==> src/rtl/dmem_arbiter_pkg.sv <==
// -----------------------------------------------------------------------------
// dmem_arbiter_pkg
//   Shared types for the data-memory arbiter: port ownership, arbiter FSM
//   state, and a bundle of the request attributes that are steered onto the
//   memory bus.
// -----------------------------------------------------------------------------
package dmem_arbiter_pkg;

    // Which requester owns the current/next memory transaction.
    typedef enum logic {
        OWNER_CORE = 1'b0,
        OWNER_AUX  = 1'b1
    } dmem_owner_t;

    // ARB_IDLE: nothing outstanding, a request may issue.
    // ARB_RESP: one transaction outstanding, waiting for bus_rvalid_i.
    typedef enum logic {
        ARB_IDLE = 1'b0,
        ARB_RESP = 1'b1
    } dmem_arb_state_t;

    // Request attributes carried from a requester to the memory bus.
    typedef struct packed {
        logic [31:0] addr;
        logic        wen;
        logic [3:0]  ben;
        logic [31:0] wdata;
    } dmem_req_t;

endpackage

==> src/rtl/dmem_arbiter.sv <==
// -----------------------------------------------------------------------------
// dmem_arbiter
//   Shares the single data-memory port between the core MEM stage (CORE) and
//   an auxiliary master such as debug or DMA (AUX). Presents an OBI-style
//   req/gnt/rvalid bus with at most one outstanding transaction, and stalls
//   the MEM stage while a core access is pending.
//
// Ports
//   clk_i, rst_n_i            clock, asynchronous active-low reset
//   core_req_i ... wdata_i    MEM-stage request, held until core_rvalid_o
//   core_rdata_o/rvalid_o     core response (rdata is 0 when not valid)
//   core_stall_o              stall for MEM and earlier stages
//   aux_req_i ... wdata_i     AUX request, held until aux_gnt_o
//   aux_gnt_o                 AUX request accepted this cycle
//   aux_rvalid_o/rdata_o      AUX response (rdata is 0 when not valid)
//   bus_req_o ... wdata_o     memory request towards the interconnect
//   bus_gnt_i                 memory accepted the request
//   bus_rvalid_i/rdata_i      memory response, one per granted request
//
// Parameters
//   MAX_WAIT  consecutive core grants tolerated while AUX waits (1..15)
// -----------------------------------------------------------------------------
module dmem_arbiter
    import dmem_arbiter_pkg::*;
#(
    parameter int unsigned MAX_WAIT = 4
) (
    input  logic        clk_i,
    input  logic        rst_n_i,

    input  logic        core_req_i,
    input  logic [31:0] core_addr_i,
    input  logic        core_wen_i,
    input  logic [3:0]  core_ben_i,
    input  logic [31:0] core_wdata_i,
    output logic [31:0] core_rdata_o,
    output logic        core_rvalid_o,
    output logic        core_stall_o,

    input  logic        aux_req_i,
    input  logic [31:0] aux_addr_i,
    input  logic        aux_wen_i,
    input  logic [3:0]  aux_ben_i,
    input  logic [31:0] aux_wdata_i,
    output logic        aux_gnt_o,
    output logic        aux_rvalid_o,
    output logic [31:0] aux_rdata_o,

    output logic        bus_req_o,
    output logic [31:0] bus_addr_o,
    output logic        bus_wen_o,
    output logic [3:0]  bus_ben_o,
    output logic [31:0] bus_wdata_o,
    input  logic        bus_gnt_i,
    input  logic        bus_rvalid_i,
    input  logic [31:0] bus_rdata_i
);

    localparam int unsigned      CNT_W      = $clog2(MAX_WAIT + 1);
    localparam logic [CNT_W-1:0] STARVE_MAX = CNT_W'(MAX_WAIT);

    dmem_arb_state_t  state_q, state_d;
    logic             lock_valid_q, lock_valid_d;
    dmem_owner_t      lock_owner_q, lock_owner_d;
    dmem_owner_t      resp_owner_q, resp_owner_d;
    logic [CNT_W-1:0] starve_cnt_q, starve_cnt_d;

    dmem_req_t   core_bus, aux_bus, sel_bus;
    dmem_owner_t sel_owner;
    logic        sel_req;
    logic        grant;
    logic        resp_done;
    logic        core_rvalid, aux_rvalid;

    assign core_bus = '{addr: core_addr_i, wen: core_wen_i, ben: core_ben_i, wdata: core_wdata_i};
    assign aux_bus  = '{addr: aux_addr_i,  wen: aux_wen_i,  ben: aux_ben_i,  wdata: aux_wdata_i};

    // Owner selection. A pending (locked) request keeps the bus until it is
    // granted so the attributes seen by the memory never change mid-handshake.
    always_comb begin
        // NOTE: every combinational output gets a default first, so no path
        // leaves it unassigned and no latch is inferred.
        sel_owner = OWNER_CORE;
        if (lock_valid_q) begin
            sel_owner = lock_owner_q;
        end else if (aux_req_i && !core_req_i) begin
            sel_owner = OWNER_AUX;
        end else if (aux_req_i && core_req_i && (starve_cnt_q == STARVE_MAX)) begin
            sel_owner = OWNER_AUX;
        end
    end

    assign sel_req   = (sel_owner == OWNER_AUX) ? aux_req_i : core_req_i;
    assign sel_bus   = (sel_owner == OWNER_AUX) ? aux_bus   : core_bus;

    assign bus_req_o   = (state_q == ARB_IDLE) && sel_req;
    assign bus_addr_o  = sel_bus.addr;
    assign bus_wen_o   = sel_bus.wen;
    assign bus_ben_o   = sel_bus.ben;
    assign bus_wdata_o = sel_bus.wdata;

    assign grant     = bus_req_o && bus_gnt_i;
    assign resp_done = (state_q == ARB_RESP) && bus_rvalid_i;

    // Next-state logic for the FSM, lock and starvation counter.
    always_comb begin
        state_d      = state_q;
        lock_valid_d = lock_valid_q;
        lock_owner_d = lock_owner_q;
        resp_owner_d = resp_owner_q;
        starve_cnt_d = starve_cnt_q;

        case (state_q)
            ARB_IDLE: begin
                if (grant) begin
                    state_d      = ARB_RESP;
                    resp_owner_d = sel_owner;
                    lock_valid_d = 1'b0;
                end else if (bus_req_o) begin
                    lock_valid_d = 1'b1;
                    lock_owner_d = sel_owner;
                end
            end
            ARB_RESP: begin
                // The response cycle never issues, so each access takes at
                // least two cycles.
                if (bus_rvalid_i) begin
                    state_d = ARB_IDLE;
                end
            end
            default: state_d = ARB_IDLE;
        endcase

        // The counter only measures how long AUX has been kept waiting, so it
        // collapses as soon as AUX stops asking or gets served.
        if (!aux_req_i) begin
            starve_cnt_d = '0;
        end else if (grant) begin
            if (sel_owner == OWNER_AUX) begin
                starve_cnt_d = '0;
            end else if (starve_cnt_q != STARVE_MAX) begin
                starve_cnt_d = starve_cnt_q + 1'b1;
            end
        end
    end

    always_ff @(posedge clk_i or negedge rst_n_i) begin
        if (!rst_n_i) begin
            // NOTE: state registers use non-blocking assignments so every
            // flop samples the pre-edge values regardless of statement order.
            state_q      <= ARB_IDLE;
            lock_valid_q <= 1'b0;
            lock_owner_q <= OWNER_CORE;
            resp_owner_q <= OWNER_CORE;
            starve_cnt_q <= '0;
        end else begin
            state_q      <= state_d;
            lock_valid_q <= lock_valid_d;
            lock_owner_q <= lock_owner_d;
            resp_owner_q <= resp_owner_d;
            starve_cnt_q <= starve_cnt_d;
        end
    end

    // Responses are steered to the recorded owner; the idle port sees zero
    // read data. A stray bus_rvalid_i in ARB_IDLE reaches neither port.
    always_comb begin
        core_rvalid  = 1'b0;
        aux_rvalid   = 1'b0;
        core_rdata_o = '0;
        aux_rdata_o  = '0;
        if (resp_done) begin
            if (resp_owner_q == OWNER_AUX) begin
                aux_rvalid  = 1'b1;
                aux_rdata_o = bus_rdata_i;
            end else begin
                core_rvalid  = 1'b1;
                core_rdata_o = bus_rdata_i;
            end
        end
    end

    assign core_rvalid_o = core_rvalid;
    assign aux_rvalid_o  = aux_rvalid;
    assign aux_gnt_o     = grant && (sel_owner == OWNER_AUX);

    // Drops in the rvalid cycle so the MEM stage consumes rdata and advances;
    // stores stall until their response as well.
    assign core_stall_o  = core_req_i && !core_rvalid;

    // Protocol monitors.
    always_ff @(posedge clk_i) begin
        if (rst_n_i) begin
            if (state_q == ARB_IDLE) begin
                assert (!bus_rvalid_i)
                else $warning("dmem_arbiter: bus_rvalid_i with no outstanding transaction, ignored");
            end
            if ((state_q == ARB_IDLE) && lock_valid_q) begin
                assert (sel_req)
                else $error("dmem_arbiter: locked requester dropped req before gnt");
            end
        end
    end

endmodule
==> config.mk <==
export PLATFORM = sky130hd
export DESIGN_NAME = dmem_arbiter
export DESIGN_NICKNAME = d
export VERILOG_FILES = /design/src/rtl/dmem_arbiter_pkg.sv /design/src/rtl/dmem_arbiter.sv
export SDC_FILE = /design/constraint.sdc
export NUM_CORES = 1
export LEC_CHECK = 0
export CORE_AREA = 2 2 120 122
export CTS_BUF_LIST = sky130_fd_sc_hd__clkbuf_4
export CTS_CLUSTER_DIAMETER = 100
export CTS_CLUSTER_SIZE = 10
export DETAILED_ROUTE_END_ITERATION = 16
export DIE_AREA = 0 0 122 124
export PLACE_DENSITY = 0.61
export SYNTH_ARGS = -nofsm -noshare
export SYNTH_HDL_FRONTEND = slang
export SYNTH_SLANG_ARGS = --single-unit
==> constraint.sdc <==
create_clock -name clk_i -period 3.5 [get_ports clk_i]
set_input_delay 0.525 -clock clk_i [delete_from_list [all_inputs] [get_ports clk_i]]
set_output_delay 0.525 -clock clk_i [all_outputs]
set_load 0.01 [all_outputs]
# ---- Yosys cells after proc, flatten, opt, wreduce, memory -nomap -nowiden
# Index checks and enable logic that the tools add are counted.
dict set report word_totals {
  register_bits 7
  inputBits 176
  output_inout_bits 138
  elab_cells 49
}
dict set report op_classes {
  addsub 1
  n_eq_ne 4
  mux 22
  bitwise_logic 2
  n_reduce_logical 15
}
# op n
set op_table {}
lappend op_table {{32-bit 2-to-1 mux} 4}
lappend op_table {{69-bit 2-to-1 mux} 1}
lappend op_table {{1-bit 2-to-1 mux} 12}
lappend op_table {{3-bit 2-to-1 mux} 4}
lappend op_table {{1-bit logical AND} 8}
lappend op_table {{2-bit AND reduction} 3}
lappend op_table {{3-bit by 1-bit adder with 3-bit output (second input constant)} 1}
lappend op_table {{3-bit equality test (second input constant)} 1}
lappend op_table {{3-bit by 1-bit != test with 1-bit output (second input constant)} 1}
lappend op_table {{3-bit != test (second input constant)} 1}
lappend op_table {{3-bit AND reduction} 1}
lappend op_table {{1-bit zero test} 2}
lappend op_table {{2-bit by 1-bit != test with 1-bit output (second input constant)} 1}
lappend op_table {{1-bit inverter} 2}
lappend op_table {{1-bit one-hot mux with 2 select lines} 1}
lappend op_table {{2-bit nonzero test} 1}

# ---- Logic depth before layout (Yosys ltp)
# Gate-level depths: netlist of run 1.
dict set report logic_depth {
  depth_word 10
  ltp_mapped 7
  mapped_depth_nobuf 6
}

# ---- Worst setup path before layout of run 1
# Ideal clock, no wire load.
dict set report synth_path {
  kind {input to output}
  startpoint {input port aux_req_i}
  endpoint {output port bus_addr_o[0]}
  t_arrival_ps 1593
  required_time_ps 2975
  setup_slack_ps 1382
  stages 5
  path_buffers 2
  path_cell_list {buf_4 -> nand2b_2 -> o21ai_4 -> buf_6 -> mux2_2}
}
dict set report synth_between {
  elab_chain_len 6
  word_cells_on_any_way 7
  classes_between {mux (4); reduce/logical (3)}
}
# item line
set synth_lines {}
lappend synth_lines {{start: declaration} dmem_arbiter.sv:40} ;# input logic aux_req_i,
lappend synth_lines {{1-bit logical AND (2 in a row)} dmem_arbiter.sv:88} ;# end else if (aux_req_i && core_req_i && (starve_cnt_q == STARVE_MAX)) begin
lappend synth_lines {{1-bit 2-to-1 mux} dmem_arbiter.sv:88}
lappend synth_lines {{1-bit 2-to-1 mux (*)} dmem_arbiter.sv:86} ;# end else if (aux_req_i && !core_req_i) begin
lappend synth_lines {{1-bit 2-to-1 mux (*)} dmem_arbiter.sv:84} ;# if (lock_valid_q) begin
lappend synth_lines {{69-bit 2-to-1 mux (*)} dmem_arbiter.sv:94} ;# assign sel_bus = (sel_owner == OWNER_AUX) ? aux_bus : core_bus;
lappend synth_lines {{end: declaration} dmem_arbiter.sv:50} ;# output logic [31:0] bus_addr_o,
# Every way passes the cells marked *; elsewhere a longest branch is shown, timed or not.

# ---- Worst setup path in the final report of run 1
dict set report layout_path {
  startpoint {input port core_req_i}
  endpoint {output port bus_wdata_o[2]}
}
dict set report layout_between {
  elab_chain_len 6
  word_cells_on_any_way 8
  classes_between {mux (4); reduce/logical (4)}
}
# item line
set layout_lines {}
lappend layout_lines {{start: declaration} dmem_arbiter.sv:31} ;# input logic core_req_i,
lappend layout_lines {{1-bit logical AND (2 in a row)} dmem_arbiter.sv:88}
lappend layout_lines {{1-bit 2-to-1 mux} dmem_arbiter.sv:88}
lappend layout_lines {{1-bit 2-to-1 mux (*)} dmem_arbiter.sv:86}
lappend layout_lines {{1-bit 2-to-1 mux (*)} dmem_arbiter.sv:84}
lappend layout_lines {{69-bit 2-to-1 mux (*)} dmem_arbiter.sv:94}
lappend layout_lines {{end: declaration} dmem_arbiter.sv:53} ;# output logic [31:0] bus_wdata_o,
# Marks and branches as above.

==> impl_metrics.tcl, run 1 <==
set metrics [dict create \
    status "complete, no violations" \
    max_freq_mhz 318 \
    clock_sinks 7 \
    clock_path_buffers 2 \
    cts_setup_buffers 0 \
    htreeDepth 1 \
    cts_resized 0 \
    critPathCaptureType "output port" \
    p_int_mw 1.23 \
    setup_tns_ps 0 \
    cts_tree "done" \
    clkPwrFrac_pct 4.0 \
    ys_seq_area_share_pct 10.1 \
    drive_above_1_share_pct 16.8 \
    fin_crit_ps 3140 \
    hold_path.class "flip-flop to flip-flop" \
    tightest_slew_ps 336 \
    synth_cell_types 31 \
    post_synth.cell_area_avg_sq_um 8.88 \
    seq_area_sq_um 175 \
    netlist_area_sq_um 1740 \
    postRouteAntennaNets 0 \
    chipHeight_um 124 \
    grt_pass1_vias 2892 \
    worstPathArrival_ps 2620 \
    p_leak_nw 1.93 \
    yosysWarnings 0 \
    start_util_pct 12.7 \
    grt_first_pass_wirelength_um 16000 \
    clk_root_buffer_cell "clkbuf_4" \
    core_area_sq_um 13700 \
    pwr-share-seq_pct 6.7 \
    layout_commonest_cell "clkdlybuf4s50_1" \
    ys_ff_latch 7 \
    p_sw_uw 708 \
    cts_buffers 3 \
    place_congestion 0.927 \
    diodes 0 \
    fillers 1433 \
    place.port_buffers 313 \
    hold_violations 0 \
    wl_per_cell_um 16.0 \
    synth_nets 374 \
    synth_cells 196 \
    maxSlewViolCount 0 \
    yosys.area.top_type "mux2_2" \
    critPathRequiredTime_ps 2970 \
    overflow 0 \
    critPathKind "input pin to output port" \
    area_growth_syn_to_layout_pct 193 \
    dp_hpwl_um 9890 \
    clk_pin_slew_worst_paths_ps 50 \
    ios 314 \
    switching_share_pct 36.5 \
    instances_no_fill 686 \
    fin_worst_skew_ps 2.78 \
    antenna_found_initial 0 \
    timing.max_slew.rel_slack_pct 77.5 \
    vias_per_cell 3.84 \
    synth_top_area_share_pct 45.3 \
    dp.cells 682 \
    std_cell_rows 43 \
    wl_um 10900 \
    drv_cap 0 \
    dr_total_vias 2637 \
    max-vdd-ir-drop_uv 198 \
    setup_viol 0 \
    grt_max_degree 38 \
    cts_hold_buf 0 \
    nets 685 \
    track_usage_pct 13.8 \
    pwr-share-comb_pct 89.3 \
    drc_errors 0 \
    grt_setup_unrepaired "no" \
    start_kind "input pin" \
    insertion_delay_ps 240 \
    post-route-period-util_pct 89.7 \
    final_cell_mix "313 x clkdlybuf4s50_1, 70 x mux2_2, 64 x and2_1, 8 x nand2_1, 7 x dfrtp_1" \
    drtIter0Drc 69 \
    dieWidth_um 122 \
    drtPass1Iterations 4 \
    power.density_nw_per_um2 380 \
    holdWs_ps 505 \
    synth_area_leaders "mux2_2 45%, and2_1 23%, dfrtp_1 10%" \
    multiInputGateArea_sq_um 1440 \
    die-area_sq_um 15100 \
    crit_fanout 37 \
]
==> synth_stat cells, drive strengths merged <==
library cell  count
a31oi             1
o21a              1
o21ai             2
a21boi            1
a21o              2
a31o              1
dfrtp             7
o22ai             2
clkbuf            6
and3b             1
or3               1
buf               8
nand4             1
ha                2
inv               4
nand2b            2
nor2b             1
mux2             70
o211a             1
a21oi             1
o211ai            2
nand2             8
nor2              1
and2             64
nor3              1
and3              3
nor3b             1
nor4              1
==> routing by layer <==
metal / share of wire (%) / vias up / GRT usage (%)
met5: 0 / - / 0
met4: 0.82 / 0 / 2.44
met3: 9.0 / 6 / 3.94
met2: 54 / 146 / 26.8
met1: 36 / 1180 / 14.8
li1: - / 1305 / -
==> power by group through the flow <==
stage / Sequential, mW / Clock [mW] / Combinational, mW
floorplan: 0.124 / 0 / 0.847
global placement: 0.130 / 0 / 1.73
global route: 0.134 / 0.0854 / 1.84
detailed placement: 0.130 / 0 / 1.74
CTS: 0.129 / 0.0820 / 1.75
finish: 0.129 / 0.0778 / 1.73
==> final cells by class <==
class	count	share of cell area, %
Timing Repair Buffer	320	63.0
Multi-Input combinational cell	171	28.3
Tap cell	180	4.42
Sequential cell	7	3.44
Clock buffer	4	0.589
Inverter	4	0.295
==> cell families after synthesis <==
family / Yosys count / synth area share, %
AO/OA/AOI/OAI: 14 / 6.25
AND/OR/NAND/NOR: 85 / 29.8
buffers and inverters: 18 / 7.12
adder cells (fa/ha/maj): 2 / 1.44
flip-flops: 7 / 10.1
multiplexers: 70 / 45.3
==> through the flow <==
step / total power, mW / utilization, % / area (sq um) / worst slack, ps
2_1_floorplan: 0.971 / - / 1740 / 1380
3_3_place_gp: 1.86 / 36.9 / 5070 / 422
6_report: 1.94 / 37.2 / 5100 / 359
3_5_place_dp: 1.87 / 36.9 / 5070 / 374
4_1_cts: 1.97 / 37.2 / 5100 / 358
5_1_grt: 2.06 / 37.2 / 5100 / 295
==> state kept, by name, summed over array words and instances (netlist names) <==
register	cells
starve_cnt_q	3
lock_owner_q	1
lock_valid_q	1
state_q	1
resp_owner_q	1
==> critical path: stages <==
cell and delay (ps):
clkdlybuf4s50_1 480, a21boi_1 180, o21ai_4 250, buf_12 270, mux2_2 400, clkdlybuf4s50_1 500
==> worst paths after layout <==
kind / slack [ps] / from / end / cells after the start
worst max-delay path: 360 / core_req_i / bus_wdata_o[2] / 6
min in group asynchronous: 550 / rst_n_i / starve_cnt_q[0]$_DFFE_PN0P_ / 1
max in group asynchronous: 2700 / rst_n_i / state_q$_DFF_PN0_ / 1
worst min register to register: 510 / resp_owner_q$_DFFE_PN0P_ / resp_owner_q$_DFFE_PN0P_ / 1
worst min-delay path: 510 / resp_owner_q$_DFFE_PN0P_ / resp_owner_q$_DFFE_PN0P_ / 1
worst max register to register: 2000 / starve_cnt_q[0]$_DFFE_PN0P_ / resp_owner_q$_DFFE_PN0P_ / 6
Note: power is estimated with default switching activity, not from simulation.
==> run 2, diff against run 1 <==
--- a/config.mk
+++ b/config.mk
@@ -5,6 +5,7 @@
 export SDC_FILE = /design/constraint.sdc
 export NUM_CORES = 1
 export LEC_CHECK = 0
+export CAP_MARGIN = 20
 export CORE_AREA = 2 2 120 122
 export CTS_BUF_LIST = sky130_fd_sc_hd__clkbuf_4
 export CTS_CLUSTER_DIAMETER = 100
==> results of run 2 <==
No change in the layout: final DEF, timing and power equal those of run 1.
==> run 3, diff against run 2 <==
--- a/config.mk
+++ b/config.mk
@@ -12,6 +12,7 @@
 export CTS_CLUSTER_SIZE = 10
 export DETAILED_ROUTE_END_ITERATION = 16
 export DIE_AREA = 0 0 122 124
+export GPL_ROUTABILITY_DRIVEN = 0
 export PLACE_DENSITY = 0.61
 export SYNTH_ARGS = -nofsm -noshare
 export SYNTH_HDL_FRONTEND = slang
==> results of run 3 <==
No change in the layout: final DEF, timing and power equal those of run 1.
